File: config.mk
export PLATFORM = sky130hd
export DESIGN_NAME = sga_frame_tx_flat
export DESIGN_NICKNAME = d
export VERILOG_FILES = /design/src/rtl/sga_frame_tx_if.sv /design/src/rtl/sga_frame_tx.sv /design/src/flat_wrapper.sv
export SDC_FILE = /design/constraint.sdc
export NUM_CORES = 1
export LEC_CHECK = 0
export CAP_MARGIN = 0
export CELL_PAD_IN_SITES_DETAIL_PLACEMENT = 0
export CELL_PAD_IN_SITES_GLOBAL_PLACEMENT = 1
export CORE_ASPECT_RATIO = 1.1
export CORE_UTILIZATION = 40
export DETAILED_ROUTE_END_ITERATION = 8
export PLACE_DENSITY = 0.75
export SETUP_SLACK_MARGIN = 0.02
export SYNTH_ARGS = -nofsm -noshare
export SYNTH_HDL_FRONTEND = slang
export SYNTH_SLANG_ARGS = --single-unit
File: constraint.sdc
create_clock -name clock -period 3.8 [get_ports clock]
set_clock_uncertainty 0.1 [all_clocks]
set_input_delay 0.38 -clock clock [delete_from_list [all_inputs] [get_ports clock]]
set_output_delay 0.38 -clock clock [all_outputs]
set_load 0.01 [all_outputs]
File: src/rtl/sga_frame_tx_if.sv
// Game-state snapshot and serial status bundle for sga_frame_tx.
// The master side supplies the game state and the send request; the slave
// side (the transmitter) returns the serial line and frame status.
interface sga_frame_tx_if;

   // Frame request and game-state fields
   logic       send;
   logic [5:0] head;
   logic [5:0] apple;
   logic [4:0] state;
   logic [1:0] direction;
   logic [5:0] size;
   logic       won;
   logic       lost;
   logic       comeu_maca;

   // Serial line and frame status
   logic       tx;
   logic       busy;
   logic       done;

   modport master (
      output send,
      output head,
      output apple,
      output state,
      output direction,
      output size,
      output won,
      output lost,
      output comeu_maca,
      input  tx,
      input  busy,
      input  done
   );

   modport slave (
      input  send,
      input  head,
      input  apple,
      input  state,
      input  direction,
      input  size,
      input  won,
      input  lost,
      input  comeu_maca,
      output tx,
      output busy,
      output done
   );

endinterface

File: src/rtl/sga_frame_tx.sv
// Snake Game Arcade state-frame UART transmitter (8N1, LSB first).
// Streams SYNC_BYTE, head, apple, flags/state and direction/size bytes.
// Optional: define SGA_FRAME_CHECKSUM_EN to append an XOR checksum byte
// (B1^B2^B3^B4) after B4, giving a six-byte frame instead of five.
module sga_frame_tx #(
   parameter int unsigned CLKS_PER_BIT = 434,
   parameter logic [7:0]  SYNC_BYTE    = 8'hA5
) (
   input logic           clock,
   input logic           restart_n,
   sga_frame_tx_if.slave bus
);

`ifdef SGA_FRAME_CHECKSUM_EN
   localparam int unsigned NBYTES = 6;
`else
   localparam int unsigned NBYTES = 5;
`endif

   localparam logic [15:0] BaudMax  = 16'(CLKS_PER_BIT - 1);
   localparam logic [2:0]  LastByte = 3'(NBYTES - 1);
   localparam logic [2:0]  LastBit  = 3'd7;

   typedef enum logic [1:0] {
      StIdle,
      StStart,
      StData,
      StStop
   } fsm_e;

   // State registers
   fsm_e        fsm_q, fsm_d;
   logic [15:0] baud_q, baud_d;
   logic [2:0]  bit_idx_q, bit_idx_d;
   logic [2:0]  byte_idx_q, byte_idx_d;
   logic        tx_q, tx_d;
   logic        busy_q, busy_d;
   logic        done_q, done_d;

   // Snapshot of the game state taken on the accepting edge
   logic [5:0]  snap_head_q, snap_head_d;
   logic [5:0]  snap_apple_q, snap_apple_d;
   logic [4:0]  snap_state_q, snap_state_d;
   logic [1:0]  snap_dir_q, snap_dir_d;
   logic [5:0]  snap_size_q, snap_size_d;
   logic        snap_won_q, snap_won_d;
   logic        snap_lost_q, snap_lost_d;
   logic        snap_eat_q, snap_eat_d;

   // Frame bytes derived from the snapshot
   logic [7:0]  byte_head;
   logic [7:0]  byte_apple;
   logic [7:0]  byte_flags;
   logic [7:0]  byte_motion;
   logic [7:0]  cur_byte;
   logic [2:0]  next_bit;
   logic        bit_end;

   assign byte_head   = {2'b00, snap_head_q};
   assign byte_apple  = {2'b00, snap_apple_q};
   assign byte_flags  = {snap_won_q, snap_lost_q, snap_eat_q, snap_state_q};
   assign byte_motion = {snap_dir_q, snap_size_q};

   assign bit_end  = (baud_q == BaudMax);
   assign next_bit = bit_idx_q + 3'd1;

   // Select the byte currently being shifted out
   always_comb begin
      cur_byte = 8'h00;
      case (byte_idx_q)
         3'd0:    cur_byte = SYNC_BYTE;
         3'd1:    cur_byte = byte_head;
         3'd2:    cur_byte = byte_apple;
         3'd3:    cur_byte = byte_flags;
         3'd4:    cur_byte = byte_motion;
`ifdef SGA_FRAME_CHECKSUM_EN
         3'd5:    cur_byte = byte_head ^ byte_apple ^ byte_flags ^ byte_motion;
`endif
         default: cur_byte = 8'h00;
      endcase
   end

   // Next-state logic: bit timing, byte sequencing and registered tx level
   always_comb begin
      fsm_d        = fsm_q;
      baud_d       = baud_q;
      bit_idx_d    = bit_idx_q;
      byte_idx_d   = byte_idx_q;
      tx_d         = tx_q;
      busy_d       = busy_q;
      done_d       = 1'b0;
      snap_head_d  = snap_head_q;
      snap_apple_d = snap_apple_q;
      snap_state_d = snap_state_q;
      snap_dir_d   = snap_dir_q;
      snap_size_d  = snap_size_q;
      snap_won_d   = snap_won_q;
      snap_lost_d  = snap_lost_q;
      snap_eat_d   = snap_eat_q;

      unique case (fsm_q)
         StIdle: begin
            tx_d   = 1'b1;
            busy_d = 1'b0;
            if (bus.send) begin
               snap_head_d  = bus.head;
               snap_apple_d = bus.apple;
               snap_state_d = bus.state;
               snap_dir_d   = bus.direction;
               snap_size_d  = bus.size;
               snap_won_d   = bus.won;
               snap_lost_d  = bus.lost;
               snap_eat_d   = bus.comeu_maca;
               byte_idx_d   = 3'd0;
               bit_idx_d    = 3'd0;
               baud_d       = 16'd0;
               busy_d       = 1'b1;
               // Start bit appears on the very next cycle
               tx_d         = 1'b0;
               fsm_d        = StStart;
            end
         end

         StStart: begin
            if (bit_end) begin
               baud_d    = 16'd0;
               bit_idx_d = 3'd0;
               tx_d      = cur_byte[0];
               fsm_d     = StData;
            end else begin
               baud_d = baud_q + 16'd1;
            end
         end

         StData: begin
            if (bit_end) begin
               baud_d = 16'd0;
               if (bit_idx_q == LastBit) begin
                  tx_d  = 1'b1;
                  fsm_d = StStop;
               end else begin
                  bit_idx_d = next_bit;
                  tx_d      = cur_byte[next_bit];
               end
            end else begin
               baud_d = baud_q + 16'd1;
            end
         end

         StStop: begin
            if (bit_end) begin
               baud_d = 16'd0;
               if (byte_idx_q != LastByte) begin
                  // Next byte starts immediately, no idle gap inside a frame
                  byte_idx_d = byte_idx_q + 3'd1;
                  tx_d       = 1'b0;
                  fsm_d      = StStart;
               end else begin
                  byte_idx_d = 3'd0;
                  tx_d       = 1'b1;
                  busy_d     = 1'b0;
                  done_d     = 1'b1;
                  fsm_d      = StIdle;
               end
            end else begin
               baud_d = baud_q + 16'd1;
            end
         end

         default: begin
            fsm_d  = StIdle;
            tx_d   = 1'b1;
            busy_d = 1'b0;
         end
      endcase
   end

   // State register; reset abandons any frame in flight
   always_ff @(posedge clock or negedge restart_n) begin
      if (!restart_n) begin
         fsm_q        <= StIdle;
         baud_q       <= 16'd0;
         bit_idx_q    <= 3'd0;
         byte_idx_q   <= 3'd0;
         tx_q         <= 1'b1;
         busy_q       <= 1'b0;
         done_q       <= 1'b0;
         snap_head_q  <= 6'd0;
         snap_apple_q <= 6'd0;
         snap_state_q <= 5'd0;
         snap_dir_q   <= 2'd0;
         snap_size_q  <= 6'd0;
         snap_won_q   <= 1'b0;
         snap_lost_q  <= 1'b0;
         snap_eat_q   <= 1'b0;
      end else begin
         fsm_q        <= fsm_d;
         baud_q       <= baud_d;
         bit_idx_q    <= bit_idx_d;
         byte_idx_q   <= byte_idx_d;
         tx_q         <= tx_d;
         busy_q       <= busy_d;
         done_q       <= done_d;
         snap_head_q  <= snap_head_d;
         snap_apple_q <= snap_apple_d;
         snap_state_q <= snap_state_d;
         snap_dir_q   <= snap_dir_d;
         snap_size_q  <= snap_size_d;
         snap_won_q   <= snap_won_d;
         snap_lost_q  <= snap_lost_d;
         snap_eat_q   <= snap_eat_d;
      end
   end

   // Outputs come straight from registers so tx never glitches
   assign bus.tx   = tx_q;
   assign bus.busy = busy_q;
   assign bus.done = done_q;

endmodule

File: src/flat_wrapper.sv
// flat-port wrapper written by rule: the top's interface ports become plain ports
module sga_frame_tx_flat 
#(
   parameter int unsigned CLKS_PER_BIT = 434,
   parameter logic [7:0]  SYNC_BYTE    = 8'hA5
)
  (clock, restart_n, bus_send, bus_head, bus_apple, bus_state, bus_direction, bus_size, bus_won, bus_lost, bus_comeu_maca, bus_tx, bus_busy, bus_done);
  sga_frame_tx_if bus_i ();
  input logic clock;
  input logic restart_n;
  input wire logic [$bits(bus_i.send)-1:0] bus_send;
  input wire logic [$bits(bus_i.head)-1:0] bus_head;
  input wire logic [$bits(bus_i.apple)-1:0] bus_apple;
  input wire logic [$bits(bus_i.state)-1:0] bus_state;
  input wire logic [$bits(bus_i.direction)-1:0] bus_direction;
  input wire logic [$bits(bus_i.size)-1:0] bus_size;
  input wire logic [$bits(bus_i.won)-1:0] bus_won;
  input wire logic [$bits(bus_i.lost)-1:0] bus_lost;
  input wire logic [$bits(bus_i.comeu_maca)-1:0] bus_comeu_maca;
  output wire logic [$bits(bus_i.tx)-1:0] bus_tx;
  output wire logic [$bits(bus_i.busy)-1:0] bus_busy;
  output wire logic [$bits(bus_i.done)-1:0] bus_done;
  assign bus_i.send = bus_send;
  assign bus_i.head = bus_head;
  assign bus_i.apple = bus_apple;
  assign bus_i.state = bus_state;
  assign bus_i.direction = bus_direction;
  assign bus_i.size = bus_size;
  assign bus_i.won = bus_won;
  assign bus_i.lost = bus_lost;
  assign bus_i.comeu_maca = bus_comeu_maca;
  assign bus_tx = bus_i.tx;
  assign bus_busy = bus_i.busy;
  assign bus_done = bus_i.done;
  sga_frame_tx #(.CLKS_PER_BIT(CLKS_PER_BIT), .SYNC_BYTE(SYNC_BYTE)) u_core (.clock(clock), .restart_n(restart_n), .bus(bus_i));
endmodule
# After elaboration in Yosys (flattened, before gate mapping)
# Cells that the tools add are included.
[totals]
mem_bits_rw = 0
memories = 0
elab_cells = 81
out_inout_bits = 3
romBits = 0
ff_bits = 55
latchBits = 0
in_bits = 31
[classes]
bitwise = 0
shifts = 0
div = 0
n_lt_le_gt_ge = 1
add_sub_neg = 3
mul = 0
eq_ne = 17
n_mux = 34
n_reduce_logical = 11
[ops]
columns = ["cell", "n"]
rows = [
  ["8-bit one-hot mux with 5 select lines", 1],
  ["16-bit two-way mux", 2],
  ["16-bit one-hot mux with 2 select lines", 1],
  ["3-bit two-way mux", 6],
  ["16-bit by 1-bit adder with 16-bit output (second input constant)", 1],
  ["16-bit by 9-bit == test with 1-bit output (second input constant)", 1],
  ["1-bit two-way mux", 13],
  ["2-bit two-way mux", 5],
  ["5-bit AND reduction", 2],
  ["3-bit one-hot mux with 3 select lines", 1],
  ["3-bit AND reduction", 3],
  ["2-bit by 1-bit inequality test with 1-bit output (second input constant)", 4],
  ["2-bit one-hot mux with 4 select lines", 1],
  ["3-bit by 1-bit adder with 3-bit output (second input constant)", 2],
  ["3-bit by 2-bit == test with 1-bit output (second input constant)", 2],
  ["3-bit == test (second input constant)", 2],
  ["2-bit inequality test (second input constant)", 3],
  ["3-bit one-hot mux with 2 select lines", 1],
  ["2-bit == test (second input constant)", 2],
  ["3-bit by 4-bit < comparator with 1-bit output (second input constant)", 1],
  ["1-bit one-hot mux with 4 select lines", 1],
  ["1-bit binary-select mux with 3-bit select", 1],
  ["3-bit by 1-bit == test with 1-bit output (second input constant)", 1],
  ["3-bit zero test", 1],
  ["8 further kinds", 8],
]

# Logic depth before layout (Yosys ltp)
# Gate-level depths: netlist of the first run.
[logic_depth]
depth_word = 7
depth_mapped = 9
depth_no_buf = 7

# Worst setup path after synthesis of the first run
# Ideal clock, no wire load.
[synth_timing]
path_kind = "reg-to-reg"
start = "register u_core.fsm_q[0]"
end = "register u_core.baud_q[15]"
path_buffers = 1
required_ns = 3.569
period_less_slack_ns = 2.217
path_slack_ns = 1.583
setup_time_ns = 0.131
arrival_ns = 1.986
stages_incl_launch_ff = 9
cell_sequence = "dfrtp_1 inv_1 ha_1 nor2b_1 clkbuf_1 or4_1 nor3_1 xnor2_1 nor2_1"
[synth_via]
elab_chain_len = 3
elab_cells_between_ends = 7
classes_between = "eq/ne: 4; mux: 1; reduce/logical: 2"
[synth_rtl]
columns = ["element", "line_no", "source"]
rows = [
  ["start: declaration", "sga_frame_tx.sv:32", "fsm_e fsm_q, fsm_d;"],
  ["start signal: assignment", "sga_frame_tx.sv:181", "fsm_q <= StIdle;"],
  ["start signal: assignment", "sga_frame_tx.sv:197", "fsm_q <= fsm_d;"],
  ["2-bit by 1-bit == test with 1-bit output / 2-bit == test (equally long branches)", "sga_frame_tx.sv:101", "unique case (fsm_q)"],
  ["3-bit OR reduction (no line)", "n/a", ""],
  ["16-bit one-hot mux with 2 select lines", "sga_frame_tx.sv:101", ""],
  ["end signal: assignment", "sga_frame_tx.sv:198", "baud_q <= baud_d;"],
  ["end: declaration", "sga_frame_tx.sv:33", "logic [15:0] baud_q, baud_d;"],
]
# Several ways; a longest one is shown, not always the timed one.
# A chain may end at the register's enable or synchronous reset.

# Worst setup path in the final report of the first run
# Ends and elaborated chain as after synthesis.

==> impl_results.md, run 1 <==
* Status: finished clean
* RSZ-0062 raised after global routing: false
* CP cell instances: inv_1, ha_1, nor2b_1, buf_4, or4_1, nor3_1, xnor2_1, nor2_1
* Gr usage total at 17.4%
* Final slew viol count at 0
* IO Port Bufs at 33
* Slew @ Worst Pin at 1.12 ns
* Placement row count at 32
* Max Cap Viol at 0
* Yosys reg bits at 55
* FF-to-FF End: u_core.baud_q[15]
* Htree depth at 2
* CTS tree: built
* Area Growth Syn to Fin at 18.2%
* Seq/Total Area, Yosys at 47.2%
* Synth cell types at 46
* Crit Path Max Fanout at 9
* Core footprint at 0.00705 mm²
* Nets at 354
* Skew-Pair Late Insertion Delay at 0.31 ns
* R2r setup slk at 1.20 ns
* Arr. time, crit path at 2.68 ns
* P_leak at 1.43 nW
* Post-synth EDFFs at 0
* Ant diodes at 0
* Via count at 2191
* Worst EP required at 3.88 ns
* First-pass GRT wire length at 10700 µm
* Startpoint Class: flop
* Final min period at 2.60 ns
* CP Depth at 8
* Crit. End Element: flop
* Total Power at 2.11 mW
* Final hold slack at 0.341 ns
* Ys async rst share at 100%
* Sink Count at 55
* Drt pass-1 iters at 4
* Post-CTS setup buffers at 0
* Hpwl dp at 4600 µm
* Yosys warns at 0
* Fmax at 0.385 GHz
* Total wire length at 6280 µm
* Yosys top cell area share at 46.3%
* # IOs at 34
* Count of final setup violators at 0
* Filler cells at 685
* Drt wl/cell at 15.9 µm
* Initial DRC Count at 141
* Kind of critical path: flop to flop
* Die H at 91.6 µm
* Die X at 83.4 µm
* DRC Markers at 0
* Syn avg cell area at 10.6 µm²
* Share of cells above drive strength 1 at 15.2%
* Hold Crit Class: input port to asynchronous set/reset pin
* Vias in the first global route at 2178
* Crit path max-delay family: simple AND/OR/NAND/NOR gates
* Synth Flop Type: dfrtp_1
* CTS root buffer: clkbuf_8
* Slew margin rel. at 25.1%
* Mapped Nets at 321
* Final cycle utilization of the critical path at 68.4%
* CTS Buf Count at 5
* Final hold viol count at 0
* Initial core utilization at 41.4%
* Antenna-violating nets left at 0
* Syn Std Cell Area at 0.00292 mm²
* WP buf/inv at 2
* Synthesized instance count at 276
* RD Place Congestion at 0.822
* FF-to-FF Start: u_core.fsm_q[0]
* Largest net degree at the start of global routing at 48
* Full die area at 0.00764 mm²
* Via density at 5.55
* Initial antenna violation count at 0
* Max Root-Sink Buffers at 2
* Pwr/cell area at 611 mW/mm²
* Clock transition at path regs at 0.10 ns
* Ranking of synthesized cells by area: dfrtp_1, mux2_2, ha_1, o21ai_0, nand2_1
* Largest stage delay on the critical path at 0.59 ns
* Synth area leader: dfrtp_1
* Final setup TNS at 0 ns
* GRT overflow at 0
* Final Util at 49.0%
* Worst r2r path cells at 8
* Max VDD drop at 0.302 mV
* Critical Path Slowest Stage Cell: or4_1
## layout make-up
class	count	area, µm²	share of cell area [%]
multi-input combinational	199	1460	42.2
sequential	55	1380	39.9
timing repair buffer	37	358	10.4
tap	85	106	3.08
clock buffer	6	72.6	2.10
inverter	11	41.3	1.20
clock inverter	2	37.5	1.09
## routing by layer
metal	global-route usage [%]	up-vias	wire (µm)
met1	22.2	1052	2880
met3	3.00	4	207
li1	-	1081	-
met5	0	-	0
met4	3.81	0	41
met2	30.9	54	3160
## where the power goes
| group | switching (mW) | total (mW) | internal, mW |
|---|---|---|---|
| combinational | 0.381 | 0.783 | 0.403 |
| sequential | 0.137 | 0.931 | 0.793 |
| clock | 0.195 | 0.392 | 0.197 |
## logic make-up after synthesis
family          synth area share, %
fa+ha+maj                      6.00
simple gates                   14.3
buf+inv                        2.87
compound gates                 15.2
flops                          47.2
mux                            12.6
xor+xnor                       1.80
## worst max path at each step
stage                       from           endpoint
5_1_grt         u_core.baud_q[1]  u_core.baud_q[15]
6_report         u_core.fsm_q[0]  u_core.baud_q[15]
3_3_place_gp    u_core.baud_q[9]  u_core.baud_q[11]
4_1_cts        u_core.baud_q[12]  u_core.baud_q[15]
2_1_floorplan    u_core.fsm_q[0]  u_core.baud_q[15]
3_5_place_dp            bus_send  u_core.baud_q[15]
## cell usage in the layout (no fill, tap or decap), types with 5 or more instances in the layout
cell type	netlist	layout
nand3_1	8	8
clkbuf_8	0	5
a221oi_1	9	9
mux2_2	29	29
nand2_1	29	29
clkdlybuf4s50_1	0	32
o21ai_0	22	22
inv_1	11	11
nand4_1	7	7
dfrtp_1	54	54
nor2_1	15	15
nor3_1	5	5
ha_1	14	14
## worst register-to-register path, delay by kind of cell, from the launching register on
| family | cells | cell delay (ns) |
|---|---|---|
| buf+inv | 2 | 0.31 |
| xor+xnor | 1 | 0.16 |
| fa+ha+maj | 1 | 0.29 |
| simple gates | 4 | 1.20 |
| flops | 1 | 0.43 |
## registers in the layout, summed over array words and instances, names as in the netlist
register             cells
u_core.baud_q           16
u_core.bit_idx_q         3
u_core.bus.busy          1
u_core.bus.done          1
u_core.bus.tx            1
u_core.byte_idx_q        3
u_core.fsm_q             2
u_core.snap_apple_q      6
u_core.snap_dir_q        2
u_core.snap_eat_q        1
u_core.snap_head_q       6
u_core.snap_lost_q       1
u_core.snap_size_q       6
u_core.snap_state_q      5
u_core.snap_won_q        1
## what timing repair did
action                    CTS  global route
gates resized for setup     0             0
hold buffers                1             0
hold endpoints to repair    8             0
## stage by stage
| step | cells | instance area, µm² | setup slack, ns |
|---|---|---|---|
| 5_1_grt | 395 | 3450 | 0.932 |
| 3_5_place_dp | 386 | 3330 | 1.12 |
| 4_1_cts | 395 | 3450 | 1.16 |
| 3_3_place_gp | 386 | 3330 | 1.21 |
| 2_1_floorplan | 276 | 2920 | 1.58 |
| 6_report | 395 | 3450 | 1.20 |
## synthesized netlist by cell type, types with 2 or more instances
library cell	instances
a21oi_1	2
a221o_1	2
a221oi_1	9
a22o_1	2
a22oi_1	4
a31oi_1	3
and3_1	4
clkbuf_1	10
dfrtp_1	54
ha_1	14
inv_1	11
mux2_2	29
mux2i_1	4
nand2_1	29
nand2b_1	4
nand3_1	8
nand4_1	7
nor2_1	15
nor2b_1	2
nor3_1	5
nor4_1	2
o2111ai_1	2
o21ai_0	22
o21ai_1	2
o21bai_1	2
o31ai_1	3
or4_1	2
xnor2_1	4
xor2_1	2
No activity file was read; power rests on OpenSTA's default activity.
==> run 2: changes to the inputs <==
==> constraint.sdc (replaced) <==
create_clock -name clock -period 2.7 [get_ports clock]
set_clock_uncertainty 0.1 [all_clocks]
set_input_delay 0.27 -clock clock [delete_from_list [all_inputs] [get_ports clock]]
set_output_delay 0.27 -clock clock [all_outputs]
set_load 0.01 [all_outputs]
==> impl_results.md, run 2 (synthesis results as in run 1) <==
* RD Place Congestion at 0.852 (was 0.822)
* Most frequent cells in the layout: dfrtp_1, clkdlybuf4s50_1, nand2_1, mux2_2, o21ai_0 (unchanged)
* # IOs at 34 (unchanged)
* Dpl ws at 0.356 ns (was 1.12 ns)
* Gr usage total at 17.3% (was 17.4%)
* Switching Fraction at 33.3% (was 33.9%)
* CTS Buf Count at 5 (unchanged)
* Comb power frac at 37.7% (was 37.2%)
* Full die area at 0.00764 mm² (unchanged)
* Vias in the first global route at 2283 (was 2178)
* Hpwl dp at 4560 µm (was 4600 µm)
* Htree depth at 2 (unchanged)
* Startpoint Class: flop (unchanged)
* Arr. time, crit path at 2.53 ns (was 2.68 ns)
* Placement row count at 32 (unchanged)
* Nets at 362 (was 354)
* Via density at 5.51 (was 5.55)
* Status: finished clean (unchanged)
* Initial DRC Count at 52 (was 141)
* Final hold viol count at 0 (unchanged)
* Seq pwr share at 44.1% (was 44.2%)
* Crit Path Max Fanout at 11 (was 9)
* Slew @ Worst Pin at 0.468 ns (was 1.12 ns)
* Area Growth Syn to Fin at 20.7% (was 18.2%)
* Die X at 83.4 µm (unchanged)
* Drt pass-1 iters at 4 (unchanged)
* Worst r2r path cells at 6 (was 8)
* Pwr/cell area at 840 mW/mm² (was 611 mW/mm²)
* Max Root-Sink Buffers at 2 (unchanged)
* Count of final setup violators at 0 (unchanged)
* CTS root buffer: clkbuf_8 (unchanged)
* Largest net degree at the start of global routing at 49 (was 48)
* P_sw at 986 µW (was 713 µW)
* Int Pwr at 1.97 mW (was 1.39 mW)
* Final cycle utilization of the critical path at 89.1% (was 68.4%)
* Worst EP required at 2.83 ns (was 3.88 ns)
* CTS tree: built (unchanged)
* Max VDD drop at 0.416 mV (was 0.302 mV)
* Final min period at 2.41 ns (was 2.60 ns)
* Die H at 91.6 µm (unchanged)
* DRC Markers at 0 (unchanged)
* Total Power at 2.96 mW (was 2.11 mW)
* Clock transition at path regs at 0.10 ns (about the same)
* Final setup margin at 0.295 ns (was 1.20 ns)
* Final slew viol count at 0 (unchanged)
* Hold Crit Class: input port to asynchronous set/reset pin (unchanged)
* Max reg flops at 16 (unchanged)
* Initial core utilization at 41.4% (unchanged)
* Filler cells at 672 (was 685)
* Top reg by flops: u_core.baud_q (unchanged)
* Commonest non-fill, non-tap cell in the layout: dfrtp_1 (unchanged)
* P_leak at 1.47 nW (was 1.43 nW)
* Crit. End Element: flop (unchanged)
* Post-CTS setup buffers at 0 (unchanged)
* Final Util at 50.0% (was 49.0%)
* Core footprint at 0.00705 mm² (unchanged)
* Total wire length at 6250 µm (was 6280 µm)
* Fmax at 0.416 GHz (was 0.385 GHz)
* Share of cells above drive strength 1 at 17.3% (was 15.2%)
* Initial antenna violation count at 0 (unchanged)
* Sink Count at 55 (unchanged)
* Antenna-violating nets left at 0 (unchanged)
* Kind of critical path: flop to flop (unchanged)
* GRT overflow at 0 (unchanged)
* Ant diodes at 0 (unchanged)
* First-pass GRT wire length at 10600 µm (was 10700 µm)
* Skew-Pair Late Insertion Delay at 0.30 ns (was 0.31 ns)
* Clk pwr share at 18.2% (was 18.6%)
* Max Cap Viol at 0 (unchanged)
* IO Port Bufs at 33 (unchanged)
* RSZ-0062 raised after global routing: false (unchanged)
* Slew margin rel. at 68.8% (was 25.1%)
* Final setup TNS at 0 ns (unchanged)
* Drt wl/cell at 15.5 µm (was 15.9 µm)
* Via count at 2222 (was 2191)
[run 2: changes by cell type in the layout (fill, tap and decap cells not counted), sizes merged]
| cell | previous run | this run |
|---|---|---|
| buf | 4 | 12 |
[run 2: power groups by stage]
stage	sequential [mW]	combinational (mW)	clock, mW
6_report	1.30	1.11	0.539
5_1_grt	1.34	1.25	0.589
4_1_cts	1.31	1.13	0.564
3_5_place_dp	1.32	1.12	0
3_3_place_gp	1.31	1.11	0
2_1_floorplan	1.27	0.834	0
[run 2: through the flow]
step / instances / cell area [µm²] / hold WS [ns]
2_1_floorplan: 276 / 2920 / -0.126
3_3_place_gp: 394 / 3400 / 0.0404
3_5_place_dp: 394 / 3400 / 0.0388
4_1_cts: 403 / 3520 / 0.248
5_1_grt: 403 / 3520 / 0.259
6_report: 403 / 3520 / 0.243
[run 2: worst max-delay path, cell delays in order, from the launching register on]
cell       delay [ns]
dfrtp_1          0.42
or4_1            0.61
nor4_4           0.39
buf_4            0.23
a2bb2oi_1        0.25
o2111ai_1        0.14
o21ai_0          0.18
[run 2: repair_timing]
item	in CTS	in global routing
hold buffers	1	0
hold endpoints to repair	7	0
endpoints found under the setup margin	0	0
gates resized for setup	0	0
[run 2: area by class of cell]
class | instances | area (µm²) | area share, %
clock buffers | 6 | 72.6 | 2.06
clock inverters | 2 | 37.5 | 1.07
inverters | 11 | 41.3 | 1.17
multi-input cells | 199 | 1460 | 41.3
flip-flops and latches | 55 | 1380 | 39.1
well taps | 85 | 106 | 3.02
repair buffers | 45 | 430 | 12.2
[run 2: metal layers]
layer,global-route usage (%),up-vias,part of all wire [%]
met5,0,-,0
met4,6.21,0,2.0
met3,2.73,11,2.9
met2,32.6,46,52
met1,19.7,1069,43
li1,-,1096,-
[run 2: final timing paths]
| kind | from | endpoint | slack, ns |
|---|---|---|---|
| min in group clock | u_core.baud_q[8] | u_core.baud_q[8] | 0.41 |
| max reg2reg | u_core.baud_q[12] | u_core.bus.tx | 0.29 |
| min | restart_n | u_core.baud_q[4] | 0.24 |
| max in group asynchronous | restart_n | u_core.bus.tx | 1.69 |
| max | u_core.baud_q[12] | u_core.bus.tx | 0.29 |
| min reg2reg | u_core.baud_q[8] | u_core.baud_q[8] | 0.41 |
